--- src/rtl/batch_accumulator.sv ---
// batch_accumulator: collects COUNT unsigned operands over a valid/ready
// handshake and sums them with a ripple-carry adder. The final sum and a
// sticky carry-out are held in DONE until the consumer acknowledges.
module batch_accumulator #(
  parameter int WIDTH = 4,
  parameter int COUNT = 4
) (
  input  logic             clk,
  input  logic             reset,
  input  logic             in_valid,
  output logic             in_ready,
  input  logic [WIDTH-1:0] din,
  input  logic             clear,
  input  logic             done_ack,
  output logic [WIDTH-1:0] sum,
  output logic             co,
  output logic             done,
  output logic             busy
);

  localparam int CW = $clog2(COUNT + 1);

  typedef enum logic [1:0] {
    IDLE  = 2'd0,
    ACCUM = 2'd1,
    DONE  = 2'd2
  } state_t;

  state_t           state_q, state_d;
  logic [WIDTH-1:0] sum_q, sum_d;
  logic             co_q, co_d;
  logic             done_q, done_d;
  logic             busy_q, busy_d;
  logic [CW-1:0]    count_q, count_d;
  logic [CW-1:0]    count_inc;
  logic             accept;

  // Ripple-carry chain: registered sum plus incoming operand
  logic [WIDTH:0]   carry;
  logic [WIDTH-1:0] add_sum;

  assign carry[0] = 1'b0;

  genvar gi;
  generate
    for (gi = 0; gi < WIDTH; gi = gi + 1) begin : g_rca
      assign add_sum[gi]   = sum_q[gi] ^ din[gi] ^ carry[gi];
      assign carry[gi + 1] = (sum_q[gi] & din[gi]) | (carry[gi] & (sum_q[gi] ^ din[gi]));
    end
  endgenerate

  // Ready whenever a batch can take an operand and no clear is pending
  always_comb begin
    in_ready = ((state_q == IDLE) || (state_q == ACCUM)) && !clear;
  end

  assign accept    = in_valid && in_ready;
  assign count_inc = count_q + CW'(1);

  // Next-state and datapath decisions; clear overrides every other action
  always_comb begin
    state_d = state_q;
    sum_d   = sum_q;
    co_d    = co_q;
    done_d  = done_q;
    busy_d  = busy_q;
    count_d = count_q;

    if (clear) begin
      state_d = IDLE;
      sum_d   = '0;
      co_d    = 1'b0;
      count_d = '0;
      done_d  = 1'b0;
      busy_d  = 1'b0;
    end else begin
      case (state_q)
        IDLE: begin
          if (accept) begin
            sum_d   = din;
            co_d    = 1'b0;
            count_d = CW'(1);
            if (COUNT == 1) begin
              state_d = DONE;
              done_d  = 1'b1;
              busy_d  = 1'b0;
            end else begin
              state_d = ACCUM;
              busy_d  = 1'b1;
            end
          end
        end
        ACCUM: begin
          if (accept) begin
            sum_d   = add_sum;
            co_d    = co_q | carry[WIDTH];
            count_d = count_inc;
            if (count_inc == CW'(COUNT)) begin
              state_d = DONE;
              done_d  = 1'b1;
              busy_d  = 1'b0;
            end
          end
        end
        DONE: begin
          if (done_ack) begin
            state_d = IDLE;
            done_d  = 1'b0;
            count_d = '0;
          end
        end
        default: begin
          state_d = IDLE;
          done_d  = 1'b0;
          busy_d  = 1'b0;
          count_d = '0;
        end
      endcase
    end
  end

  // State and registered outputs, cleared asynchronously by reset
  always_ff @(posedge clk or posedge reset) begin
    if (reset) begin
      state_q <= IDLE;
      sum_q   <= '0;
      co_q    <= 1'b0;
      done_q  <= 1'b0;
      busy_q  <= 1'b0;
      count_q <= '0;
    end else begin
      state_q <= state_d;
      sum_q   <= sum_d;
      co_q    <= co_d;
      done_q  <= done_d;
      busy_q  <= busy_d;
      count_q <= count_d;
    end
  end

  assign sum  = sum_q;
  assign co   = co_q;
  assign done = done_q;
  assign busy = busy_q;

endmodule
--- config.mk ---
export PLATFORM = sky130hd
export DESIGN_NAME = batch_accumulator
export DESIGN_NICKNAME = d
export VERILOG_FILES = /design/src/rtl/batch_accumulator.sv
export SDC_FILE = /design/constraint.sdc
export NUM_CORES = 1
export LEC_CHECK = 0
export CAP_MARGIN = 10
export CORE_MARGIN = 3
export CORE_UTILIZATION = 55
export CTS_BUF_LIST = sky130_fd_sc_hd__clkbuf_4 sky130_fd_sc_hd__clkbuf_8
export CTS_CLUSTER_SIZE = 40
export DETAILED_ROUTE_END_ITERATION = 16
export GPL_TIMING_DRIVEN = 0
export PLACE_DENSITY_LB_ADDON = 0.1
export SLEW_MARGIN = 20
export SYNTH_ARGS = -nofsm -noshare
export SYNTH_HDL_FRONTEND = slang
export SYNTH_SLANG_ARGS = --single-unit
--- constraint.sdc ---
create_clock -name clk -period 6.2 [get_ports clk]
set_input_delay 0.93 -clock clk [delete_from_list [all_inputs] [get_ports clk]]
set_output_delay 0.93 -clock clk [all_outputs]
set_load 0.02 [all_outputs]
After elaboration in Yosys (flattened, before gate mapping)
Index checks and enable logic that the tools add are counted.
{"block": "word_totals", "reg_bits": 12, "output_inout_bits": 8, "input_bits": 9}
{"block": "classes", "n_eq_ne": 9, "bitwise_logic": 18, "n_mux": 29, "n_addsub": 1, "n_reduce_logical": 11}
{"operator": "3-bit 2-to-1 mux", "n": 4}
{"operator": "4-bit 2-to-1 mux", "n": 3}
{"operator": "4-bit AND reduction", "n": 3}
{"operator": "1-bit 2-to-1 mux", "n": 11}
{"operator": "2-bit 2-to-1 mux", "n": 5}
{"operator": "3-bit != test (second input constant)", "n": 3}
{"operator": "3-bit one-hot mux with 3 select lines", "n": 1}
{"operator": "4-bit one-hot mux with 2 select lines", "n": 1}
{"operator": "1-bit AND", "n": 7}
{"operator": "1-bit XOR", "n": 7}
{"operator": "1-bit one-hot mux with 3 select lines", "n": 2}
{"operator": "2-bit one-hot mux with 3 select lines", "n": 1}
{"operator": "3-bit AND reduction", "n": 2}
{"operator": "2-bit != test (second input constant)", "n": 2}
{"operator": "1-bit OR", "n": 4}
{"operator": "3-bit by 1-bit adder with 3-bit output (second input constant)", "n": 1}
{"operator": "3-bit equality test (second input constant)", "n": 1}
{"operator": "3-bit by 2-bit != test with 1-bit output (second input constant)", "n": 1}
{"operator": "3-bit nonzero test", "n": 1}
{"operator": "2-bit by 1-bit equality test with 1-bit output (second input constant)", "n": 1}
{"operator": "2-bit equality test (second input constant)", "n": 1}
{"operator": "1-bit logical AND", "n": 2}
{"operator": "2-bit logical NOT", "n": 1}
{"operator": "1-bit one-hot mux with 2 select lines", "n": 1}
{"operator": "other kinds (2)", "n": 2}

Logic depth before layout (Yosys ltp)
Gate-level depths: netlist of the first run.
{"block": "depth", "word_depth": 11, "depth_mapped": 8}

Worst setup path before layout of the first run
No wires, ideal clock.
{"block": "synth_timing", "kind": "input port to flip-flop", "from": "input port din[0]", "to": "register sum_q[3], in the netlist sum[3]", "setup_time_ns": 0.125, "arrival_time_ns": 2.615, "cell_stages": 7, "t_required_ns": 6.075, "path_slack_ns": 3.460, "path_cell_list": "ha_1 > inv_1 > fa_1 > fa_1 > fa_1 > mux2i_1 > mux2_2"}
{"block": "synth_via", "elab_chain_cells": 9}
{"item": "start, declared", "line": "12", "source": "input logic [WIDTH-1:0] din,"}
{"item": "1-bit AND (2 in a row)", "line": "48", "source": "assign carry[gi + 1] = (sum_q[gi] & din[gi]) | (carry[gi] & (sum_q[gi] ^ din[gi]));"}
{"item": "1-bit OR", "line": "48"}
{"item": "1-bit AND", "line": "48"}
{"item": "1-bit OR", "line": "48"}
{"item": "1-bit XOR", "line": "47", "source": "assign add_sum[gi] = sum_q[gi] ^ din[gi] ^ carry[gi];"}
{"item": "4-bit 2-to-1 mux", "line": "94", "source": "if (accept) begin"}
{"item": "4-bit one-hot mux with 2 select lines", "line": "77", "source": "case (state_q)"}
{"item": "4-bit 2-to-1 mux", "line": "69", "source": "if (clear) begin"}
{"item": "end signal, assigned", "line": "133", "source": "sum_q <= sum_d;"}
{"item": "end, declared", "line": "30", "source": "logic [WIDTH-1:0] sum_q, sum_d;"}
Every way passes these cells. The select of a mux whose other input is x is not followed.
A chain may end at the register's enable or synchronous reset.

Final worst setup path of the first run
{"block": "layout_timing", "from": "input port clear", "to": "output port in_ready"}
{"block": "layout_via", "elab_chain_cells": 2}
{"item": "start, declared", "line": "13", "source": "input logic clear,"}
{"item": "1-bit logical NOT", "line": "54", "source": "in_ready = ((state_q == IDLE) || (state_q == ACCUM)) && !clear;"}
{"item": "1-bit logical AND", "line": "54"}
{"item": "end, declared", "line": "11", "source": "output logic in_ready,"}
Every way passes these cells.

==> run_summary.xml, run 1 <==
<?xml version="1.0" encoding="UTF-8"?>
<metrics>
  <group name="setup_path">
    <metric name="setup.worst_path.start_class" unit="">input port</metric>
    <metric name="critPathArrivalTime" unit="ns">2.47</metric>
    <metric name="required_time_at_the_endpoint_of_the_critical_path" unit="ns">5.27</metric>
    <metric name="critical_path.max_fanout" unit="">10</metric>
    <metric name="critical_path_class" unit="">in2out</metric>
    <metric name="timing.critical_path.to_type" unit="">output pin</metric>
  </group>
  <group name="sta">
    <metric name="setup_viol_count_final" unit="">0</metric>
    <metric name="rsz_0062_raised_after_global_routing" unit="">false</metric>
    <metric name="finalSetupTns" unit="ns">0</metric>
    <metric name="max_clock_freq" unit="MHz">294</metric>
    <metric name="final.setup_skew" unit="ns">0.00126</metric>
    <metric name="layout_worst_path_cycle_share" unit="%">54.8</metric>
    <metric name="layout_min_cycle_time" unit="ns">3.40</metric>
    <metric name="worst_case_headroom_to_the_max_slew_limit" unit="%">70.4</metric>
    <metric name="setup_ws" unit="ns">2.80</metric>
    <metric name="number_of_max_slew_violations_in_the_final_report" unit="">0</metric>
    <metric name="final_hold_violations" unit="">0</metric>
    <metric name="slew_at_the_pin_closest_to_its_max_slew_limit" unit="ns">0.444</metric>
  </group>
  <group name="synth">
    <metric name="netlist_area" unit="um^2">764</metric>
    <metric name="synthCells" unit="">77</metric>
    <metric name="synth_top_cells_by_area" unit="">dfrtp_1 39%, fa_1 7.9%, mux2i_1 5.2%</metric>
    <metric name="post_synthesis_share_of_cell_area_spent_on_xor_and_xnor_gates" unit="%">1.15</metric>
    <metric name="synth_mux_area_share" unit="%">8.18</metric>
    <metric name="syn_nets" unit="">92</metric>
    <metric name="main_combinational_cell_family_by_area_after_synthesis" unit="">simple AND/OR/NAND/NOR gates</metric>
    <metric name="synthMostInstantiatedCell" unit="">dfrtp_1</metric>
    <metric name="synth-edff-count" unit="">0</metric>
    <metric name="yosys_warnings" unit="">0</metric>
    <metric name="syn_avg_cell_area" unit="um^2">9.93</metric>
    <metric name="yosysSeqAreaShare" unit="%">39.3</metric>
    <metric name="synth_top_cells_by_count" unit="">12 x dfrtp_1, 9 x inv_1, 7 x nor2_1</metric>
    <metric name="synth_seq_cells" unit="">12</metric>
    <metric name="async_flop_share" unit="%">100</metric>
    <metric name="yosys.area.top_type" unit="">dfrtp_1</metric>
    <metric name="synth_cell_types" unit="">30</metric>
    <metric name="synth_area_in_adders" unit="%">12.8</metric>
    <metric name="synth_top_flop_cell" unit="">dfrtp_1</metric>
    <metric name="area_share_of_the_largest_cell_type_after_synthesis" unit="%">39.3</metric>
    <metric name="yosys.area_share.simple" unit="%">19.6</metric>
    <metric name="synth_compound_gate_area_share" unit="%">12.6</metric>
  </group>
  <group name="layout">
    <metric name="nNetsFinal" unit="">113</metric>
    <metric name="flow.area_growth_from_synthesis" unit="%">28.0</metric>
    <metric name="final_layout_size_suffix_gt1_share" unit="%">13.4</metric>
    <metric name="insertedDiodeCount" unit="">0</metric>
    <metric name="n_fill_cell" unit="">70</metric>
  </group>
  <group name="routing">
    <metric name="first_pass_iters" unit="">4</metric>
    <metric name="detail_route.wirelength" unit="um">1460</metric>
    <metric name="count_of_unresolved_drc_violations_after_routing" unit="">0</metric>
    <metric name="ant_nets" unit="">0</metric>
    <metric name="drt-initial-drc-count" unit="">11</metric>
    <metric name="detail_route.vias_per_cell" unit="">5.41</metric>
    <metric name="detailroute.via_count" unit="">601</metric>
    <metric name="routedWlPerCell" unit="um">13.2</metric>
  </group>
  <group name="outcome">
    <metric name="status" unit="">completed</metric>
  </group>
  <group name="cts">
    <metric name="h-tree-depth" unit="">1</metric>
    <metric name="cts_root_buf" unit="">clkbuf_4</metric>
    <metric name="clk_pin_slew" unit="ns">0.07</metric>
    <metric name="ctsLongestPathBuffers" unit="">2</metric>
    <metric name="cts_resized" unit="">0</metric>
    <metric name="post_cts.repair.setup_buffers" unit="">0</metric>
    <metric name="clock_tree_from_tritoncts" unit="">built</metric>
    <metric name="cts_hold_buf" unit="">0</metric>
    <metric name="clk_latency" unit="ns">0.28</metric>
    <metric name="cts_buffers" unit="">3</metric>
    <metric name="tritoncts_num_sinks" unit="">12</metric>
  </group>
  <group name="run">
    <metric name="max_cap_violations" unit="">0</metric>
  </group>
  <group name="global_routing">
    <metric name="overflow" unit="">0</metric>
    <metric name="grt_max_degree" unit="">13</metric>
    <metric name="grt.total_usage" unit="%">18.6</metric>
    <metric name="grt_first_pass_wirelength" unit="um">2440</metric>
    <metric name="first_global_vias" unit="">549</metric>
    <metric name="antenna_violations_before_repair" unit="">0</metric>
    <metric name="use_met2" unit="%">28.0</metric>
    <metric name="gr-max-usage-layer" unit="">met2</metric>
    <metric name="gr-usage-met3" unit="%">7.63</metric>
    <metric name="gr_layer_usage_met1" unit="%">22.6</metric>
  </group>
  <group name="power_and_ir_drop">
    <metric name="power.density" unit="nW/um^2">202</metric>
    <metric name="cellLeakagePower" unit="uW">0.000453</metric>
    <metric name="ir_worst_vdd" unit="mV">0.175</metric>
  </group>
  <group name="floorplan">
    <metric name="start_util" unit="%">63.6</metric>
    <metric name="die_y" unit="um">43.3</metric>
    <metric name="area_of_the_die" unit="um^2">1870</metric>
    <metric name="fp.coreArea" unit="um^2">1200</metric>
    <metric name="horizontal_extent_of_the_die" unit="um">43.3</metric>
    <metric name="rows" unit="">12</metric>
    <metric name="top_level_ports" unit="">17</metric>
  </group>
  <group name="placed_design">
    <metric name="placement.io_buffers" unit="">16</metric>
    <metric name="gp_weighted_congestion" unit="">0.778</metric>
    <metric name="hpwlAfterDp" unit="um">1150</metric>
    <metric name="dpl_worst_slack" unit="ns">2.81</metric>
  </group>
  <group name="min_path">
    <metric name="min_path_type" unit="">reg2reg</metric>
  </group>
</metrics>
## worst paths after layout
check                             from         end  slack (ns)  cells past startpoint
worst min-delay path              done        done        0.54                      2
worst min register to register    done        done        0.54                      2
worst max register to register  sum[0]      sum[3]        3.95                      7
max in group asynchronous        reset  count_q[2]        4.94                      2
worst max-delay path             clear    in_ready        2.80                      4
min in group asynchronous        reset  count_q[0]        0.96                      2
## through the flow
step / power, uW / utilization, % / instances / area (um^2) / hold WS, ns
global route: 209 / 81.5 / 111 / 978 / 0.576
global placement: 135 / 78.4 / 107 / 942 / 0.519
finish: 197 / 81.5 / 111 / 978 / 0.542
floorplan: 116 / - / 77 / 764 / 0.566
CTS: 200 / 81.5 / 111 / 978 / 0.543
detailed placement: 137 / 78.4 / 107 / 942 / 0.527
## registers in the layout, indices dropped and copies added (netlist names)
name and cells:
sum 4, busy 1, done 1, count_q 3
co 1, state_q 2
## power by group
group	switching, uW	leakage, uW	internal (uW)
registers	3.42	0.000159	83.2
logic	24.8	0.000273	23.8
clock network	26.3	0.0000210	35.8
## cells in the final DEF (no fill, tap or decap), types with 2 or more instances in the layout
| cell | n |
|---|---|
| ha_1 | 3 |
| nor2b_1 | 3 |
| mux2i_1 | 4 |
| mux2_2 | 2 |
| nand3_1 | 2 |
| dfrtp_1 | 12 |
| o21ai_0 | 3 |
| inv_1 | 9 |
| nor2_1 | 7 |
| clkbuf_4 | 3 |
| buf_2 | 3 |
| a21oi_1 | 6 |
| fa_1 | 3 |
| nand2_1 | 3 |
| clkdlybuf4s50_1 | 16 |
## routing by layer
layer  vias to the layer above  part of all wire (%)
met5                         -                     0
met4                         0                   2.3
met3                         4                   4.7
met2                        15                    47
met1                       278                    46
li1                        304                     -
## critical path: stages
cell	delay, ns
clkdlybuf4s50_1	0.51
buf_2	0.24
nor2_1	0.16
clkdlybuf4s50_1	0.62
## layout make-up
| type | instances | area [um^2] | area share [%] |
|---|---|---|---|
| clock buffer | 4 | 36.3 | 3.71 |
| buffer | 3 | 15.0 | 1.53 |
| sequential | 12 | 300 | 30.7 |
| multi-input combinational | 53 | 415 | 42.5 |
| inverter | 9 | 33.8 | 3.45 |
| tap | 14 | 17.5 | 1.79 |
| timing repair buffer | 16 | 160 | 16.4 |
## cell families (layout without fill, tap and decap cells)
logic type,after synthesis,after routing
flip-flops,12,12
AO/OA/AOI/OAI,15,15
buffers and inverters,12,32
AND/OR/NAND/NOR,25,25
multiplexers,6,6
adder cells (fa/ha/maj),6,6
XOR/XNOR,1,1
(Power assumes the default switching activity.)
==> inputs of run 2 (changes only) <==
--- a/config.mk
+++ b/config.mk
@@ -7,7 +7,7 @@
 export LEC_CHECK = 0
 export CAP_MARGIN = 10
 export CORE_MARGIN = 3
-export CORE_UTILIZATION = 55
+export CORE_UTILIZATION = 51
 export CTS_BUF_LIST = sky130_fd_sc_hd__clkbuf_4 sky130_fd_sc_hd__clkbuf_8
 export CTS_CLUSTER_SIZE = 40
 export DETAILED_ROUTE_END_ITERATION = 16
==> constraint.sdc (replaced) <==
create_clock -name clk -period 3.2 [get_ports clk]
set_input_delay 0.48 -clock clk [delete_from_list [all_inputs] [get_ports clk]]
set_output_delay 0.48 -clock clk [all_outputs]
set_load 0.02 [all_outputs]
==> run_summary.xml, run 2 (synthesis results as in run 1) <==
<?xml version="1.0" encoding="UTF-8"?>
<metrics>
  <group name="global_routing">
    <metric name="grt_max_degree" unit="">13</metric>
    <metric name="antenna_violations_before_repair" unit="">0</metric>
    <metric name="first_global_vias" unit="">613</metric>
    <metric name="overflow" unit="">0</metric>
    <metric name="grt_first_pass_wirelength" unit="um">2670</metric>
    <metric name="grt.total_usage" unit="%">19.4</metric>
  </group>
  <group name="layout">
    <metric name="layoutNonFillerInstCount" unit="">112</metric>
    <metric name="commonest_non_fill_non_tap_cell_in_the_layout" unit="">clkdlybuf4s50_1</metric>
    <metric name="commonest_cells_after_routing_fill_and_taps_aside" unit="">16 x clkdlybuf4s50_1, 12 x dfrtp_1, 9 x inv_1</metric>
    <metric name="final_layout_size_suffix_gt1_share" unit="%">13.4</metric>
    <metric name="final_area" unit="um^2">980</metric>
    <metric name="insertedDiodeCount" unit="">0</metric>
    <metric name="nNetsFinal" unit="">113</metric>
    <metric name="flow.area_growth_from_synthesis" unit="%">28.2</metric>
    <metric name="number_of_flip_flops_under_the_largest_register_name" unit="">4</metric>
  </group>
  <group name="routing">
    <metric name="detail_route.vias_per_cell" unit="">5.61</metric>
    <metric name="drt-initial-drc-count" unit="">21</metric>
    <metric name="detailroute.via_count" unit="">628</metric>
    <metric name="count_of_unresolved_drc_violations_after_routing" unit="">0</metric>
    <metric name="routedWlPerCell" unit="um">14.3</metric>
    <metric name="ant_nets" unit="">0</metric>
    <metric name="first_pass_iters" unit="">4</metric>
    <metric name="detail_route.wirelength" unit="um">1600</metric>
  </group>
  <group name="setup_path">
    <metric name="critical_path.max_fanout" unit="">2</metric>
    <metric name="worst_path_largest_cell_delay" unit="ns">0.49</metric>
    <metric name="reg_to_reg_critical_path_endpoint" unit="">sum[3]</metric>
    <metric name="required_time_at_the_endpoint_of_the_critical_path" unit="ns">3.37</metric>
    <metric name="cp_cell_sequence" unit="">clkdlybuf4s50_1, ha_1, inv_1, fa_1, fa_1, fa_1, mux2i_1, mux2_2</metric>
    <metric name="worst_setup_path_startpoint" unit="">din[0]</metric>
    <metric name="setup_slack_on_the_worst_flop_to_flop_path" unit="ns">0.94</metric>
    <metric name="crit_family" unit="">adder cells</metric>
    <metric name="critPathArrivalTime" unit="ns">2.74</metric>
    <metric name="critical-path-top-cell-by-count" unit="">fa_1</metric>
    <metric name="critical_path_class" unit="">in2reg</metric>
    <metric name="rr_startpoint" unit="">sum[0]</metric>
    <metric name="critPathSlowestCell" unit="">fa_1</metric>
    <metric name="critical_path_buf_inv_count" unit="">2</metric>
    <metric name="reg2regPathDepth" unit="">7</metric>
    <metric name="setup.worst_path.start_class" unit="">input port</metric>
    <metric name="timing.critical_path.to_type" unit="">register</metric>
  </group>
  <group name="power_and_ir_drop">
    <metric name="power.density" unit="nW/um^2">395</metric>
    <metric name="cellLeakagePower" unit="uW">0.000453</metric>
    <metric name="ir_worst_vdd" unit="mV">0.298</metric>
  </group>
  <group name="run">
    <metric name="max_cap_violations" unit="">0</metric>
  </group>
  <group name="sta">
    <metric name="number_of_max_slew_violations_in_the_final_report" unit="">0</metric>
    <metric name="setup_viol_count_final" unit="">0</metric>
    <metric name="rsz_0062_raised_after_global_routing" unit="">false</metric>
    <metric name="layout_worst_path_cycle_share" unit="%">80.1</metric>
    <metric name="slew_at_the_pin_closest_to_its_max_slew_limit" unit="ns">0.467</metric>
    <metric name="worst_case_headroom_to_the_max_slew_limit" unit="%">68.8</metric>
    <metric name="final_hold_violations" unit="">0</metric>
    <metric name="setup_ws" unit="ns">0.636</metric>
    <metric name="finalSetupTns" unit="ns">0</metric>
    <metric name="final.setup_skew" unit="ns">0.00838</metric>
    <metric name="layout_min_cycle_time" unit="ns">2.56</metric>
    <metric name="max_clock_freq" unit="MHz">390</metric>
  </group>
  <group name="floorplan">
    <metric name="rows" unit="">13</metric>
    <metric name="die_y" unit="um">44.7</metric>
    <metric name="horizontal_extent_of_the_die" unit="um">44.7</metric>
    <metric name="top_level_ports" unit="">17</metric>
    <metric name="start_util" unit="%">56.6</metric>
    <metric name="area_of_the_die" unit="um^2">2000</metric>
    <metric name="fp.coreArea" unit="um^2">1350</metric>
  </group>
  <group name="cts">
    <metric name="cts_root_buf" unit="">clkbuf_4</metric>
    <metric name="cts_resized" unit="">0</metric>
    <metric name="clock_tree_from_tritoncts" unit="">built</metric>
    <metric name="cts_hold_buf" unit="">0</metric>
    <metric name="ctsLongestPathBuffers" unit="">2</metric>
    <metric name="h-tree-depth" unit="">1</metric>
    <metric name="clk_pin_slew" unit="ns">0.08</metric>
    <metric name="cts_buffers" unit="">3</metric>
    <metric name="post_cts.repair.setup_buffers" unit="">0</metric>
    <metric name="tritoncts_num_sinks" unit="">12</metric>
    <metric name="clk_latency" unit="ns">0.28</metric>
  </group>
  <group name="placed_design">
    <metric name="placed_cells" unit="">108</metric>
    <metric name="post_dp_cell_area" unit="um^2">943</metric>
    <metric name="dpl_worst_slack" unit="ns">0.331</metric>
    <metric name="hpwlAfterDp" unit="um">1240</metric>
    <metric name="placement.io_buffers" unit="">16</metric>
    <metric name="gp_weighted_congestion" unit="">0.792</metric>
  </group>
  <group name="outcome">
    <metric name="status" unit="">completed</metric>
  </group>
  <group name="min_path">
    <metric name="min_path_type" unit="">in2async</metric>
  </group>
</metrics>
run 2: where the power goes:
| part | internal [uW] | switching [uW] |
|---|---|---|
| registers | 161 | 6.57 |
| logic | 46.1 | 49.2 |
| clock network | 69.2 | 54.9 |
run 2: metal layers:
metal  global-route usage (%)  part of all wire, %
met1                     22.8                   44
met2                     30.4                   47
met3                     5.18                  5.0
met4                     13.9                  3.6
met5                        0                    0
run 2: worst max path at each step:
stage	to	slack [ns]	cells after the start
CTS	sum[3]	0.62	8
global placement	sum[3]	0.34	8
detailed placement	sum[3]	0.33	8
finish	sum[3]	0.64	8
floorplan	sum[3]	0.88	7
global route	sum[3]	0.52	8
run 2: cell type report:
type | count | area [um^2]
Multi-Input combinational cell | 53 | 415
Fill cell | 99 | 370
Clock buffer | 4 | 36.3
Tap cell | 15 | 18.8
Inverter | 9 | 33.8
Buffer | 3 | 15.0
Sequential cell | 12 | 300
Timing Repair Buffer | 16 | 160
run 2: stage by stage:
step	power, uW	hold slack [ns]	utilization (%)
3_5_place_dp	267	0.523	69.9
3_3_place_gp	263	0.519	69.9
6_report	387	0.499	72.6
5_1_grt	406	0.533	72.6
4_1_cts	392	0.514	72.6
2_1_floorplan	226	0.345	-
==> inputs of run 3 (changes only) <==
--- a/config.mk
+++ b/config.mk
@@ -7,7 +7,7 @@
 export LEC_CHECK = 0
 export CAP_MARGIN = 10
 export CORE_MARGIN = 3
-export CORE_UTILIZATION = 51
+export CORE_UTILIZATION = 46
 export CTS_BUF_LIST = sky130_fd_sc_hd__clkbuf_4 sky130_fd_sc_hd__clkbuf_8
 export CTS_CLUSTER_SIZE = 40
 export DETAILED_ROUTE_END_ITERATION = 16
==> constraint.sdc (replaced) <==
create_clock -name clk -period 2.1 [get_ports clk]
set_input_delay 0.315 -clock clk [delete_from_list [all_inputs] [get_ports clk]]
set_output_delay 0.315 -clock clk [all_outputs]
set_load 0.02 [all_outputs]
==> run_summary.xml, run 3 (synthesis results as in run 1) <==
<?xml version="1.0" encoding="UTF-8"?>
<metrics>
  <group name="placed_design">
    <metric name="placement.io_buffers" unit="">16</metric>
    <metric name="hpwlAfterDp" unit="um">1270</metric>
    <metric name="post_dp_cell_area" unit="um^2">963</metric>
    <metric name="dpl_worst_slack" unit="ns">-0.571</metric>
    <metric name="gp_weighted_congestion" unit="">0.823</metric>
  </group>
  <group name="power_and_ir_drop">
    <metric name="ir_worst_vdd" unit="mV">0.574</metric>
    <metric name="total_switching_power" unit="uW">159</metric>
    <metric name="report.power.total" unit="uW">566</metric>
    <metric name="combPwrFrac" unit="%">27.1</metric>
    <metric name="power.density" unit="nW/um^2">565</metric>
    <metric name="power.clock.fraction" unit="%">27.7</metric>
    <metric name="power_switching_share" unit="%">28.1</metric>
    <metric name="power_frac_seq" unit="%">45.2</metric>
    <metric name="cellLeakagePower" unit="uW">0.000465</metric>
    <metric name="power_report.internal_total" unit="uW">407</metric>
  </group>
  <group name="layout">
    <metric name="number_of_flip_flops_under_the_largest_register_name" unit="">4</metric>
    <metric name="insertedDiodeCount" unit="">0</metric>
    <metric name="flow.area_growth_from_synthesis" unit="%">30.9</metric>
    <metric name="commonest_non_fill_non_tap_cell_in_the_layout" unit="">clkdlybuf4s50_1</metric>
    <metric name="commonest_cells_after_routing_fill_and_taps_aside" unit="">13 x clkdlybuf4s50_1, 11 x dfrtp_1, 7 x nor2_1, 7 x inv_1, 6 x a21oi_1</metric>
    <metric name="final_layout_size_suffix_gt1_share" unit="%">20.4</metric>
    <metric name="final_area" unit="um^2">1000</metric>
    <metric name="postLayoutCoreUtil" unit="%">64.9</metric>
    <metric name="nNetsFinal" unit="">114</metric>
  </group>
  <group name="sta">
    <metric name="setup_ws" unit="ns">-0.0904</metric>
    <metric name="layout_min_cycle_time" unit="ns">2.19</metric>
    <metric name="slew_at_the_pin_closest_to_its_max_slew_limit" unit="ns">0.456</metric>
    <metric name="final_hold_violations" unit="">0</metric>
    <metric name="finalSetupTns" unit="ns">-0.0904</metric>
    <metric name="setup_viol_count_final" unit="">1</metric>
    <metric name="rsz_0062_raised_after_global_routing" unit="">true</metric>
    <metric name="layout_worst_path_cycle_share" unit="%">104</metric>
    <metric name="worst_case_headroom_to_the_max_slew_limit" unit="%">69.6</metric>
    <metric name="number_of_max_slew_violations_in_the_final_report" unit="">0</metric>
    <metric name="max_clock_freq" unit="MHz">457</metric>
    <metric name="final.setup_skew" unit="ns">0.00993</metric>
  </group>
  <group name="cts">
    <metric name="h-tree-depth" unit="">1</metric>
    <metric name="cts_hold_buf" unit="">0</metric>
    <metric name="cts_buffers" unit="">3</metric>
    <metric name="tritoncts_num_sinks" unit="">12</metric>
    <metric name="cts_root_buf" unit="">clkbuf_4</metric>
    <metric name="clk_latency" unit="ns">0.27</metric>
    <metric name="clock_tree_from_tritoncts" unit="">built</metric>
    <metric name="ctsLongestPathBuffers" unit="">2</metric>
    <metric name="clk_pin_slew" unit="ns">0.07</metric>
  </group>
  <group name="routing">
    <metric name="detailroute.via_count" unit="">603</metric>
    <metric name="detail_route.wirelength" unit="um">1590</metric>
    <metric name="first_pass_iters" unit="">4</metric>
    <metric name="detail_route.vias_per_cell" unit="">5.29</metric>
    <metric name="count_of_unresolved_drc_violations_after_routing" unit="">0</metric>
    <metric name="routedWlPerCell" unit="um">13.9</metric>
    <metric name="drt-initial-drc-count" unit="">14</metric>
    <metric name="ant_nets" unit="">0</metric>
  </group>
  <group name="run">
    <metric name="max_cap_violations" unit="">0</metric>
  </group>
  <group name="outcome">
    <metric name="failed_checks" unit="">setup timing</metric>
    <metric name="status" unit="">complete, but fails checks</metric>
  </group>
  <group name="global_routing">
    <metric name="overflow" unit="">0</metric>
    <metric name="grt_max_degree" unit="">13</metric>
    <metric name="grt.total_usage" unit="%">17.0</metric>
    <metric name="antenna_violations_before_repair" unit="">0</metric>
    <metric name="first_global_vias" unit="">597</metric>
    <metric name="grt_first_pass_wirelength" unit="um">2550</metric>
  </group>
  <group name="setup_path">
    <metric name="critPathSlowestCell" unit="">fa_1</metric>
    <metric name="crit_family" unit="">adder cells</metric>
    <metric name="worst_path_largest_cell_delay" unit="ns">0.51</metric>
    <metric name="critPathArrivalTime" unit="ns">2.34</metric>
    <metric name="timing.critical_path.to_type" unit="">register</metric>
    <metric name="critical-path-top-cell-by-count" unit="">fa_2</metric>
    <metric name="critical_path_buf_inv_count" unit="">1</metric>
    <metric name="critical_path.max_fanout" unit="">2</metric>
    <metric name="cp_cell_sequence" unit="">ha_4, inv_2, fa_2, fa_2, fa_1, mux2i_1, mux2_2</metric>
    <metric name="required_time_at_the_endpoint_of_the_critical_path" unit="ns">2.25</metric>
    <metric name="setup.worst_path.start_class" unit="">register</metric>
    <metric name="critical_path_class" unit="">reg2reg</metric>
  </group>
  <group name="floorplan">
    <metric name="start_util" unit="%">49.6</metric>
    <metric name="die_y" unit="um">46.8</metric>
    <metric name="area_of_the_die" unit="um^2">2190</metric>
    <metric name="fp.coreArea" unit="um^2">1540</metric>
    <metric name="rows" unit="">14</metric>
    <metric name="horizontal_extent_of_the_die" unit="um">46.8</metric>
    <metric name="top_level_ports" unit="">17</metric>
  </group>
  <group name="min_path">
    <metric name="min_path_type" unit="">in2async</metric>
  </group>
</metrics>
==> run 3: layout make-up <==
cell class	count	area, um^2
plain buffers	3	15.0
clock buffers	4	30.0
fillers	125	541
inverters	9	33.8
multi-input cells	53	433
flip-flops and latches	12	302
well taps	16	20.0
repair buffers	17	168
==> run 3: per-stage QoR <==
| step | hold WS [ns] | instances |
|---|---|---|
| 2_1_floorplan | 0.180 | 77 |
| 3_3_place_gp | 0.517 | 109 |
| 3_5_place_dp | 0.524 | 109 |
| 4_1_cts | 0.354 | 114 |
| 5_1_grt | 0.362 | 114 |
| 6_report | 0.343 | 114 |
==> run 3: final timing paths <==
check                      startpoint      to  slack, ns  cells after the start
max in group asynchronous       reset  sum[0]       1.42                      2
min reg2reg                      done    done       0.53                      2
min                             reset    busy       0.34                      2
max reg2reg                    sum[0]  sum[3]      -0.09                      7
max                            sum[0]  sum[3]      -0.09                      7
min in group clk               din[1]  sum[1]       0.39                      3
==> run 3: worst register-to-register path, cell delays in order, from the launching register on <==
cell	delay [ns]
dfrtp_2	0.39
ha_4	0.13
inv_2	0.03
fa_2	0.33
fa_2	0.36
fa_1	0.51
mux2i_1	0.06
mux2_2	0.26
==> run 3: power by group through the flow <==
stage	sequential [uW]	clock (uW)	combinational [uW]
2_1_floorplan	274	0	73.1
3_3_place_gp	260	0	145
3_5_place_dp	261	0	153
4_1_cts	256	165	156
5_1_grt	257	172	170
6_report	256	157	154
==> run 3: routing by layer <==
layer  up-vias  global-route usage (%)  wire, um
li1        307                       -         -
met4         0                    4.42        14
met3         2                    6.90        79
met1       279                    19.9       698
met2        15                    29.0       795
met5         -                       0         0
==> run 3: what timing repair did <==
item                       in CTS  in global routing
setup buffers                   1                  0
gates cloned                    0                  0
resized for setup               3                  2
pin swaps                       3                  3
setup endpoints to repair       3                  2
